===== src/rtl/tt_pkg.sv =====
// Shared definitions for the Turing Tumble board blocks: colour codes,
// board state encoding and the colour-width helper.
package tt_pkg;

    localparam int TT_BLUE = 0;
    localparam int TT_RED  = 1;

    typedef enum logic [1:0] {
        IDLE = 2'd0,
        PLAY = 2'd1,
        HALT = 2'd2
    } board_state_t;

    // Width of a colour code; at least one bit even for a single colour.
    function automatic int tt_color_w(input int n);
        return (n <= 2) ? 1 : $clog2(n);
    endfunction

endpackage


===== src/rtl/ball_tray.sv =====
// Tray of landed balls: register file written at the fill pointer,
// saturating fill count, full/overflow flags, combinational read port.
module ball_tray #(
    parameter int DEPTH = 16,
    parameter int CW    = 1
) (
    input  logic                   clk,
    input  logic                   rst_n,
    input  logic                   clr,
    input  logic                   wr_en,
    input  logic [CW-1:0]          wr_color,
    output logic [$clog2(DEPTH):0] count,
    output logic                   full,
    output logic                   overflow,
    input  logic [$clog2(DEPTH)-1:0] rd_idx,
    output logic [CW-1:0]          rd_color
);
    localparam int AW = $clog2(DEPTH);

    // Storage is deliberately left unreset; slots beyond count are stale.
    logic [CW-1:0] mem [DEPTH];

    assign full     = (count == (AW+1)'(DEPTH));
    assign rd_color = mem[rd_idx];

    // Fill count and overflow flag; count doubles as the write pointer.
    always_ff @(posedge clk or negedge rst_n) begin
        if (!rst_n) begin
            count    <= '0;
            overflow <= 1'b0;
        end else if (clr) begin
            count    <= '0;
            overflow <= 1'b0;
        end else if (wr_en) begin
            if (full) overflow <= 1'b1;
            else      count    <= count + 1'b1;
        end
    end

    // Write the landed colour into the next free slot.
    always_ff @(posedge clk) begin
        if (wr_en && !clr && !full)
            mem[count[AW-1:0]] <= wr_color;
    end

endmodule


===== src/rtl/ball_board.sv =====
// Board-level ball reserve: per-colour reserves, one release per trigger,
// landed-ball tray and sticky error flags.
module ball_board
    import tt_pkg::*;
#(
    parameter int NUM_COLORS      = 2,
    parameter int BALLS_PER_COLOR = 8,
    parameter int TRAY_DEPTH      = 16,
    localparam int CW = tt_color_w(NUM_COLORS),
    localparam int AW = $clog2(TRAY_DEPTH)
) (
    input  logic                  clk,
    input  logic                  rst_n,
    input  logic [NUM_COLORS-1:0] trigger,
    input  logic                  reload,
    output logic [NUM_COLORS-1:0] ball_out,
    output logic [CW-1:0]         current_color,
    output logic                  in_play,
    output logic                  no_balls,
    output logic [AW:0]           tray_count,
    output logic                  tray_full,
    output logic                  tray_overflow,
    output logic                  multi_trigger,
    input  logic [AW-1:0]         tray_rd_idx,
    output logic [CW-1:0]         tray_rd_color
);
    localparam int RW = $clog2(BALLS_PER_COLOR + 1);

    board_state_t state_q, state_d;

    logic [RW-1:0]         reserve [NUM_COLORS];
    logic [NUM_COLORS-1:0] has_ball;
    logic [NUM_COLORS-1:0] grant;
    logic [CW-1:0]         sel;
    logic                  any_trig, multi_seen, avail;
    logic                  release_ball, land, go_halt;

    // Lowest set trigger bit wins; extra bits only flag multi_trigger.
    assign any_trig   = |trigger;
    assign grant      = trigger & (~trigger + 1'b1);
    assign multi_seen = |(trigger & (trigger - 1'b1));
    assign avail      = |(grant & has_ball);

    // Encode the winning trigger index.
    always_comb begin
        sel = '0;
        for (int i = NUM_COLORS - 1; i >= 0; i--)
            if (trigger[i]) sel = CW'(i);
    end

    // Per-colour reserve counters; never decremented at zero.
    for (genvar g = 0; g < NUM_COLORS; g++) begin : g_reserve
        assign has_ball[g] = (reserve[g] != '0);

        // Refill on reload, decrement on a release of this colour.
        always_ff @(posedge clk or negedge rst_n) begin
            if (!rst_n)
                reserve[g] <= RW'(BALLS_PER_COLOR);
            else if (reload)
                reserve[g] <= RW'(BALLS_PER_COLOR);
            else if (release_ball && grant[g] && has_ball[g])
                reserve[g] <= reserve[g] - 1'b1;
        end
    end

    // Board state register.
    always_ff @(posedge clk or negedge rst_n) begin
        if (!rst_n) state_q <= IDLE;
        else        state_q <= state_d;
    end

    // Next state plus release/land/halt decisions; reload overrides triggers.
    always_comb begin
        state_d      = state_q;
        release_ball = 1'b0;
        land         = 1'b0;
        go_halt      = 1'b0;
        if (reload) begin
            state_d = IDLE;
        end else begin
            case (state_q)
                IDLE, PLAY: begin
                    if (any_trig) begin
                        land = (state_q == PLAY);
                        if (avail) begin
                            release_ball = 1'b1;
                            state_d      = PLAY;
                        end else begin
                            go_halt = 1'b1;
                            state_d = HALT;
                        end
                    end
                end
                default: ;
            endcase
        end
    end

    // Registered outputs and sticky flags.
    always_ff @(posedge clk or negedge rst_n) begin
        if (!rst_n) begin
            ball_out      <= '0;
            current_color <= '0;
            no_balls      <= 1'b0;
            multi_trigger <= 1'b0;
        end else begin
            ball_out <= release_ball ? grant : '0;
            if (release_ball) current_color <= sel;
            if (reload)       no_balls <= 1'b0;
            else if (go_halt) no_balls <= 1'b1;
            if (reload)
                multi_trigger <= 1'b0;
            else if (multi_seen && state_q != HALT)
                multi_trigger <= 1'b1;
        end
    end

    assign in_play = (state_q == PLAY);

    ball_tray #(
        .DEPTH (TRAY_DEPTH),
        .CW    (CW)
    ) u_tray (
        .clk      (clk),
        .rst_n    (rst_n),
        .clr      (reload),
        .wr_en    (land),
        .wr_color (current_color),
        .count    (tray_count),
        .full     (tray_full),
        .overflow (tray_overflow),
        .rd_idx   (tray_rd_idx),
        .rd_color (tray_rd_color)
    );

endmodule

===== config.mk =====
export PLATFORM = sky130hd
export DESIGN_NAME = ball_board
export DESIGN_NICKNAME = d
export VERILOG_FILES = /design/src/rtl/tt_pkg.sv /design/src/rtl/ball_tray.sv /design/src/rtl/ball_board.sv
export SDC_FILE = /design/constraint.sdc
export NUM_CORES = 1
export LEC_CHECK = 0
export CAP_MARGIN = 10
export CORE_MARGIN = 10
export CORE_UTILIZATION = 59
export DETAILED_ROUTE_END_ITERATION = 16
export PLACE_DENSITY = 0.83
export SLEW_MARGIN = 0
export SYNTH_ARGS = -nofsm -noshare
export SYNTH_HDL_FRONTEND = slang
export SYNTH_SLANG_ARGS = --single-unit
export TNS_END_PERCENT = 20

===== constraint.sdc =====
create_clock -name clk -period 3.13 [get_ports clk]
set_input_delay 0.313 -clock clk [delete_from_list [all_inputs] [get_ports clk]]
set_output_delay 0.313 -clock clk [all_outputs]
set_load 0.05 [all_outputs]

==> results.toml <==
[final_layout]
fillers = 241
final_cells = 231
final_util = 0.712
drive_above_1_share = 0.118
final_net_count = 203
syn_to_final_growth_pct = 16.2
multiInputGateArea_sq_um = 782
register_area_sq_mm = 0.00101
final_cell_area_sq_mm = 0.00217
diodes = 0

[place]
pre_cts_ws_ns = 0.260
place_area_sq_mm = 0.00212
dp_cells = 223
io_buffers = 22
place_hpwl_um = 2660
place_congestion = 0.787

[sta]
slew_headroom = 0.373
rsz0062_at_grt = "false"
finalSetupViolCount = 0
finalSetupTns_ns = 0
maxSlewViolCount = 0
final.min_clock_period_ns = 2.86
timing.hold.ws_ns = 0.479
hold_viol_final = 0
setup_slack_ns = 0.269
max_freq_mhz = 350
skew_ns = 0.00762
tightest_slew_ns = 0.937
min_period_over_period = 0.914

[drt]
routed_via_density = 5.41
drc = 0
dr.pass1.iters = 4
ant_nets = 0
routedWlPerCell_um = 15.1
vias = 1249
drt_iter0_markers = 79
drt_wl_total_um = 3490

[floorplan]
die_x_um = 76.3
io_pins = 23
row_count = 20
die_area_sq_mm = 0.00582
initial_utilization = 0.613
die_h_um = 76.3
core_area_sq_mm = 0.00305

[power]
p_leak_nw = 0.834
ir_worst_vdd_uv = 217
fin_total_pwr_mw = 1.03
clockPowerShare = 0.238
comb_power_share = 0.194
p_sw_uw = 313
p_sw_frac = 0.305
power_density_mw_per_mm2 = 472
pwr-share-seq = 0.568
intPower_uw = 713

[setup_path]
arrival_ns = 2.55
endpoint = "tray_rd_color"
cp_max_fo = 4
r2r-end = "u_tray.mem[1]"
end_kind = "output port"
crit_start = "tray_rd_idx[0]"
cp.required_ns = 2.82
ff2ff_setup_slack_ns = 0.99
worstSetupStartpointType = "input port"
crit_type = "in2out"
r2r_cells = 6
r2r-start = "u_tray.count[0]"

[global_route]
track_usage = 0.127
grt_pass1_vias = 1323
grt_max_degree = 22
grt_overflow = 0
antenna_found_initial = 0
grt_pass1_wl_um = 5970

[clocking]
clock_path_buffers = 2
cts_setup_buffers = 0
cts_root_buf = "clkbuf_4"
hold_buffers = 0
clk-insertion-delay-late_ns = 0.34
cts_tree = "built"
clk_pin_slew_worst_paths_ns = 0.11
cts_resized = 0
cts_made_buffers = 5
clock_sinks = 37
h-tree-depth = 2

[worst_hold_path]
hp-class = "in2async"

[yosys]
synthArstFlopShare = 0.568
avgSynthCellArea_sq_um = 11.5
synth_area_leaders = "edfxtp_1, dfrtp_1, ha_1, nor2_1, mux4_2"
syn_area_sq_mm = 0.00187
ys.flop_type = "dfrtp_1"
syn_inst = 162
synth_top_area_cell = "edfxtp_1"
synth_edf_count = 16
synth.top_cell.area_share = 0.257
ys_seq_elements = 37
ys_seq_area_frac = 0.539
syn_nets = 179
netlist_top_cells_count = "nor2_1, dfrtp_1, edfxtp_1, inv_1, nor3_1"
synth_cell_type_count = 37
synth.most_common_cell = "nor2_1"
synth_warnings = 0

[job]
max-cap-violations = 0

[run_status]
status = "completed"
[layout make-up]
cell class	instances	share of cell area
sequential	37	0.464
clock buffer	5	0.0173
timing repair buffer	23	0.105
inverter	12	0.0207
tap	44	0.0253
clock inverter	3	0.00806
multi-input combinational	107	0.360
[power by group through the flow]
stage	logic [mW]	clock network [mW]	registers, mW
finish	0.199	0.244	0.583
global route	0.220	0.276	0.588
CTS	0.202	0.252	0.582
detailed placement	0.201	0	0.592
global placement	0.194	0	0.589
floorplan	0.107	0	0.615
[logic make-up (layout without fill, tap and decap cells)]
family	count (synthesis)	in the layout	share of synthesized area
compound gates	15	15	0.0542
xor+xnor	6	6	0.0281
fa+ha+maj	8	8	0.0535
buf+inv	18	43	0.0428
flops	37	37	0.539
mux	7	7	0.0642
simple gates	71	71	0.218
[state kept, by name (all words and copies together), names as in the netlist, 2 cells and up]
name / flops
u_tray.count: 5
state_q: 2
u_tray.mem: 16
ball_out: 2
reserve: 8
[worst max-delay path, stage by stage]
cell	delay [ns]
clkdlybuf4s50_1	0.61
mux4_2	0.52
nor2b_1	0.14
a211oi_1	0.20
a21oi_1	0.06
clkdlybuf4s50_1	0.70
[worst min-delay path by stage]
stage / from / endpoint / slack (ns) / depth (start not counted)
6_report: rst_n / reserve[4] / 0.48 / 1
5_1_grt: rst_n / ball_out[0] / 0.51 / 1
4_1_cts: rst_n / ball_out[0] / 0.50 / 1
3_5_place_dp: multi_trigger / multi_trigger / 0.49 / 2
3_3_place_gp: no_balls / no_balls / 0.48 / 2
2_1_floorplan: rst_n / ball_out[0] / 0.02 / 0
[routing by layer]
metal | GRT usage | routed length (um)
met3 | 0.0472 | 142
met4 | 0.0502 | 49
met1 | 0.144 | 1510
met5 | 0 | 0
met2 | 0.211 | 1790
[cells in the final DEF, fill, tap and decap left out]
cell,instances
nor2_1,25
clkdlybuf4s50_1,22
dfrtp_1,19
edfxtp_1,16
inv_1,11
nor3_1,9
ha_1,8
nand2_1,7
and2_1,6
xnor2_1,6
a211oi_1,5
a21oi_1,5
clkbuf_4,5
nand3_1,4
nand2b_1,4
nor4_1,4
mux4_2,4
mux2i_1,3
or3b_2,2
nor2b_1,2
a221oi_1,2
clkinv_2,2
dfstp_2,2
inv_2,1
nand2b_4,1
nor4bb_4,1
and4bb_2,1
or3_1,1
nor4_4,1
nor3b_1,1
o21bai_1,1
a31oi_1,1
and4b_1,1
a21o_1,1
nor4b_1,1
clkinvlp_4,1
buf_4,1
Power figures use the tool's default switching activity.
